**src/rtl/sntrup_pkg.sv**
```systemverilog
// Shared constants and types for the sntrup inversion datapath.
package sntrup_pkg;

   localparam int unsigned P_LEN  = 757;
   localparam int unsigned IDX_W  = 11;
   localparam int unsigned DATA_W = 26;

   typedef enum logic [1:0] {
      IDLE,
      FILL,
      DRAIN,
      FINISH
   } seq_state_t;

   // RAM addresses wrap modulo 2**IDX_W.
   function automatic logic [IDX_W-1:0] wrap_addr(
      input logic [IDX_W-1:0] base,
      input logic [IDX_W-1:0] offset
   );
      return base + offset;
   endfunction

endpackage

```
**src/rtl/seq_index_counter.sv**
```systemverilog
// ROM index register with synchronous clear, count enable and terminal-count flag.
module seq_index_counter
   import sntrup_pkg::*;
#(
   parameter int unsigned WIDTH = IDX_W,
   parameter int unsigned LAST  = P_LEN - 1
) (
   input  logic             clk,
   input  logic             rst_n,
   input  logic             clear,
   input  logic             enable,
   output logic [WIDTH-1:0] count,
   output logic             last
);

   always_ff @(posedge clk or negedge rst_n) begin
      if (!rst_n) begin
         count <= '0;
      end else if (clear) begin
         count <= '0;
      end else if (enable) begin
         count <= count + WIDTH'(1);
      end
   end

   assign last = (count == WIDTH'(LAST));

endmodule

```
**src/rtl/mvu_init_sequencer.sv**
```systemverilog
// Copies the polynomial-constant ROM into the working RAM through a valid/ready write port.
// Optional INIT_CHECKSUM_EN adds a running sum of accepted words on port chk.
module mvu_init_sequencer
   import sntrup_pkg::*;
(
   input  logic              clk,
   input  logic              rst_n,
   input  logic              start,
   input  logic              abort,
   input  logic [IDX_W-1:0]  base_addr,
   output logic [IDX_W-1:0]  rom_index,
   input  logic [DATA_W-1:0] rom_data,
   output logic [IDX_W-1:0]  wr_addr,
   output logic [DATA_W-1:0] wr_data,
   output logic              wr_valid,
   input  logic              wr_ready,
   output logic              busy,
`ifdef INIT_CHECKSUM_EN
   output logic [DATA_W-1:0] chk,
`endif
   output logic              done
);

   seq_state_t       state;
   logic [IDX_W-1:0] base;
   logic [IDX_W-1:0] idx;
   logic             idx_last;
   logic             loadable;
   logic             start_ok;
   logic             load;
   logic             accept;

   assign loadable = !wr_valid || wr_ready;
   assign start_ok = (state == IDLE) && start && !abort;
   assign load     = (state == FILL) && loadable && !abort;
   assign accept   = wr_valid && wr_ready;

   seq_index_counter #(
      .WIDTH (IDX_W),
      .LAST  (P_LEN - 1)
   ) u_idx (
      .clk    (clk),
      .rst_n  (rst_n),
      .clear  (start_ok),
      .enable (load),
      .count  (idx),
      .last   (idx_last)
   );

   // ROM is combinational, so the index is presented while the word is being loaded.
   assign rom_index = (state == FILL) ? idx : '0;

   always_ff @(posedge clk or negedge rst_n) begin
      if (!rst_n) begin
         state    <= IDLE;
         base     <= '0;
         wr_addr  <= '0;
         wr_data  <= '0;
         wr_valid <= 1'b0;
         busy     <= 1'b0;
         done     <= 1'b0;
      end else begin
         done <= 1'b0;
         case (state)
            IDLE: begin
               if (start_ok) begin
                  base  <= base_addr;
                  busy  <= 1'b1;
                  state <= FILL;
               end
            end
            FILL: begin
               if (abort) begin
                  wr_valid <= 1'b0;
                  busy     <= 1'b0;
                  state    <= IDLE;
               end else if (loadable) begin
                  wr_data  <= rom_data;
                  wr_addr  <= wrap_addr(base, idx);
                  wr_valid <= 1'b1;
                  if (idx_last) begin
                     state <= DRAIN;
                  end
               end
            end
            DRAIN: begin
               if (abort) begin
                  wr_valid <= 1'b0;
                  busy     <= 1'b0;
                  state    <= IDLE;
               end else if (wr_ready) begin
                  wr_valid <= 1'b0;
                  done     <= 1'b1;
                  state    <= FINISH;
               end
            end
            FINISH: begin
               busy  <= 1'b0;
               state <= IDLE;
            end
            default: begin
               wr_valid <= 1'b0;
               busy     <= 1'b0;
               state    <= IDLE;
            end
         endcase
      end
   end

`ifdef INIT_CHECKSUM_EN
   always_ff @(posedge clk or negedge rst_n) begin
      if (!rst_n) begin
         chk <= '0;
      end else if (start_ok) begin
         chk <= '0;
      end else if (accept) begin
         chk <= chk + wr_data;
      end
   end
`endif

endmodule

```
**config.mk**
```make
export PLATFORM = sky130hd
export DESIGN_NAME = mvu_init_sequencer
export DESIGN_NICKNAME = d
export VERILOG_FILES = /design/src/rtl/sntrup_pkg.sv /design/src/rtl/seq_index_counter.sv /design/src/rtl/mvu_init_sequencer.sv
export SDC_FILE = /design/constraint.sdc
export NUM_CORES = 1
export LEC_CHECK = 0
export CAP_MARGIN = 30
export CELL_PAD_IN_SITES_DETAIL_PLACEMENT = 0
export CELL_PAD_IN_SITES_GLOBAL_PLACEMENT = 1
export CORE_MARGIN = 2
export CORE_UTILIZATION = 32
export CTS_CLUSTER_SIZE = 40
export DETAILED_ROUTE_END_ITERATION = 16
export MAX_ROUTING_LAYER = met4
export PLACE_DENSITY = 0.78
export SYNTH_ARGS = -nofsm -noshare
export SYNTH_HDL_FRONTEND = slang
export SYNTH_SLANG_ARGS = --single-unit
export TNS_END_PERCENT = 100
```
**constraint.sdc**
```tcl
create_clock -name clk -period 2.1 [get_ports clk]
set_input_delay 0.21 -clock clk [delete_from_list [all_inputs] [get_ports clk]]
set_output_delay 0.21 -clock clk [all_outputs]
set_load 0.02 [all_outputs]
```
==> flow_summary.yaml <==
status:
  status: "finished clean"
placed_design:
  place_ws_ns: 0.04725
  placed_area_mm2: 0.004399
  gp_congestion: 0.8551
  port_buffers: 92
  dp_hpwl_um: 5640
timing:
  hold_viol: 0
  setup_ws_ns: 0.02268
  period_share_pct: 98.92
  rsz0062_at_grt: "true"
  slew_headroom_pct: 73.75
  finalMaxSlewViolations: 0
  min_period_ns: 2.077
  fmax_ghz: 0.4814
  setup_viol: 0
  worstMarginPinSlew_ns: 0.3933
  finClkSkew_ns: 0.01130
die:
  start_util_pct: 32.58
  die_h_um: 103.3
  core-area_mm2: 0.009684
  dieArea_mm2: 0.01067
  ios: 93
  rows: 36
  die_w_um: 103.3
yosys:
  yosysTopAreaCellShare_pct: 50.75
  synth_common_cells: "100 x nand2_1, 64 x dfrtp_1, 22 x nor2_1, 16 x ha_1"
  synth_top_area_cell: "dfrtp_1"
  synth_fp_nets: 395
  yosys_most_used_dff: "dfrtp_1"
  synth_edf_count: 0
  synth_cell_types: 43
  seq_area_frac_synth_pct: 50.75
  async_reset_ff_share_pct: 100.0
  synthTopCellsByArea: "dfrtp_1 51%, nand2_1 12%, ha_1 6.3%"
  synth_cells: 336
  yosysMostFrequentCell: "nand2_1"
  ys_warn_count: 0
  ys_ff_latch: 64
  netlist_area_mm2: 0.003156
  avgSynthCellArea_um2: 9.391
worst_hold_path:
  holdCritStartpoint: "rom_data[0]"
  hold_depth: 3
  hold_class: "input port to flip-flop"
  hold_end: "wr_data[0]"
worst_setup_path:
  crit_type: "flip-flop to flip-flop"
  crit_chain: "or4_1 -> or4b_4 -> a222oi_1 -> buf_4 -> mux2i_1"
  ff2ff_setup_slack_ns: 0.02
  arrival_ns: 2.32
  cp_max_fo: 2
  r2r_end: "state[1]"
  slowest_delay_ns: 0.52
  cp_slowest_cell: "or4_1"
  required_ns: 2.35
  ff2ff_path_depth: 5
  cp-start-kind: "flip-flop"
  critPathCaptureType: "flip-flop"
  reg2reg_from: "u_idx.count[8]"
clocking:
  cts_made_buffers: 9
  htreeDepth: 3
  clk_latency_ns: 0.34
  cts_tree: "built"
  clockBufferDepth: 2
  path_clk_slew_ns: 0.07
  root_buffer: "clkbuf_8"
  cts_num_sinks: 64
grt:
  grt_first_pass_wirelength_um: 12490
  grt_max_degree: 65
  track_usage_pct: 15.56
  overflow: 0
  grt_pass1_vias: 2612
  antenna_found_initial: 0
power:
  leakage_uw: 0.002206
  powerDensity_mw_per_mm2: 1346
  peakVddDrop_uv: 503.7
drt:
  drcViolationCount: 0
  ant_nets: 0
  via_per_inst: 4.610
  drt_iter0_drc: 111
  wl_per_cell_um: 13.04
  first_pass_iters: 4
  wirelength_um: 7682
  vias: 2715
cells_and_area:
  antenna_cells: 0
  nets: 510
  syn_to_final_growth_pct: 45.88
  fill_cells: 944
  fin_area_mm2: 0.004603
  drive_gt1_share_pct: 13.82
job:
  drv_cap: 0
==> cell usage in the layout, fill, tap and decap left out, types with 6 or more instances in the layout <==
cell type / Yosys / routed
clkbuf_8: 0 / 11
clkdlybuf4s50_1: 0 / 80
xnor2_1: 6 / 6
dlygate4sd2_1: 0 / 6
ha_1: 16 / 15
a21o_1: 6 / 6
a21oi_1: 10 / 9
buf_4: 0 / 22
dfrtp_1: 64 / 64
nand2_1: 100 / 100
mux2_2: 10 / 10
o21ai_0: 9 / 8
and3_1: 6 / 6
inv_1: 9 / 9
nor2_1: 22 / 21
nand3_1: 6 / 6
xor2_1: 7 / 7
o21ai_1: 6 / 7
==> power breakdown <==
group / total (uW) / internal, uW / switching (uW)
Combinational: 3090 / 1470 / 1620
Clock: 1080 / 611 / 464
Sequential: 2040 / 1750 / 289
Total: 6200 / 3830 / 2370
==> state kept, by name (all words and copies together), names as in the netlist <==
signal       cells
wr_data         26
base            11
u_idx.count     11
wr_addr         11
state            2
busy             1
done             1
wr_valid         1
==> through the flow <==
step / cells / power (uW) / TNS, ns / hold slack, ns / utilization (%)
after floorplan: 336 / 3776 / 0 / -0.08559 / -
after global routing: 589 / 6701 / -0.08513 / 0.3928 / 47.53
after global placement: 572 / 5130 / 0 / 0.2527 / 45.43
final: 589 / 6198 / 0 / 0.3934 / 47.53
after detailed placement: 572 / 5184 / 0 / 0.2578 / 45.43
after CTS: 589 / 6274 / 0 / 0.3852 / 47.44
==> layout make-up <==
type | count | area [um2] | area share, %
Multi-Input combinational cell | 248 | 1491 | 32.40
Clock buffer | 13 | 158.9 | 3.452
Timing Repair Buffer | 117 | 1104 | 23.97
Tap cell | 133 | 166.4 | 3.615
Sequential cell | 64 | 1602 | 34.79
Clock inverter | 3 | 40.04 | 0.8698
Inverter | 11 | 41.29 | 0.8970
==> worst max path at each step <==
| stage | slack [ns] | to | cells past startpoint | start |
|---|---|---|---|---|
| after floorplan | 0.03 | wr_addr[8] | 8 | u_idx.count[0] |
| after global placement | 0.05 | u_idx.count[10] | 6 | abort |
| after detailed placement | 0.05 | u_idx.count[10] | 6 | abort |
| after CTS | 0.03 | state[1] | 5 | u_idx.count[8] |
| after global routing | -0.05 | state[1] | 5 | u_idx.count[8] |
| final | 0.02 | state[1] | 5 | u_idx.count[8] |
==> logic make-up after synthesis <==
logic type | count (synthesis) | synth area share (%)
AND/OR/NAND/NOR | 159 | 21.93
flip-flops | 64 | 50.75
buffers and inverters | 24 | 2.854
AO/OA/AOI/OAI | 45 | 9.001
multiplexers | 14 | 4.877
XOR/XNOR | 13 | 3.608
adder cells (fa/ha/maj) | 17 | 6.979
==> what timing repair did <==
action,CTS,global route
hold buffers,1,0
buffers inserted,0,0
pin swaps,0,0
gates resized for setup,11,16
endpoints found under the setup margin,11,13
endpoints found under the hold margin,64,0
==> metal layers <==
metal	global-route usage (%)	part of all wire, %
met1	20.74	48
met2	24.03	46
met3	3.696	5.7
met4	3.947	0.96
met5	-	0
==> critical path: cells and delay by family (launching register included) <==
family	cells	cell delay [ns]
AO/OA/AOI/OAI	1	0.23
buffers and inverters	1	0.18
multiplexers	1	0.19
flip-flops	1	0.37
AND/OR/NAND/NOR	2	1.02
(Power assumes the default switching activity.)
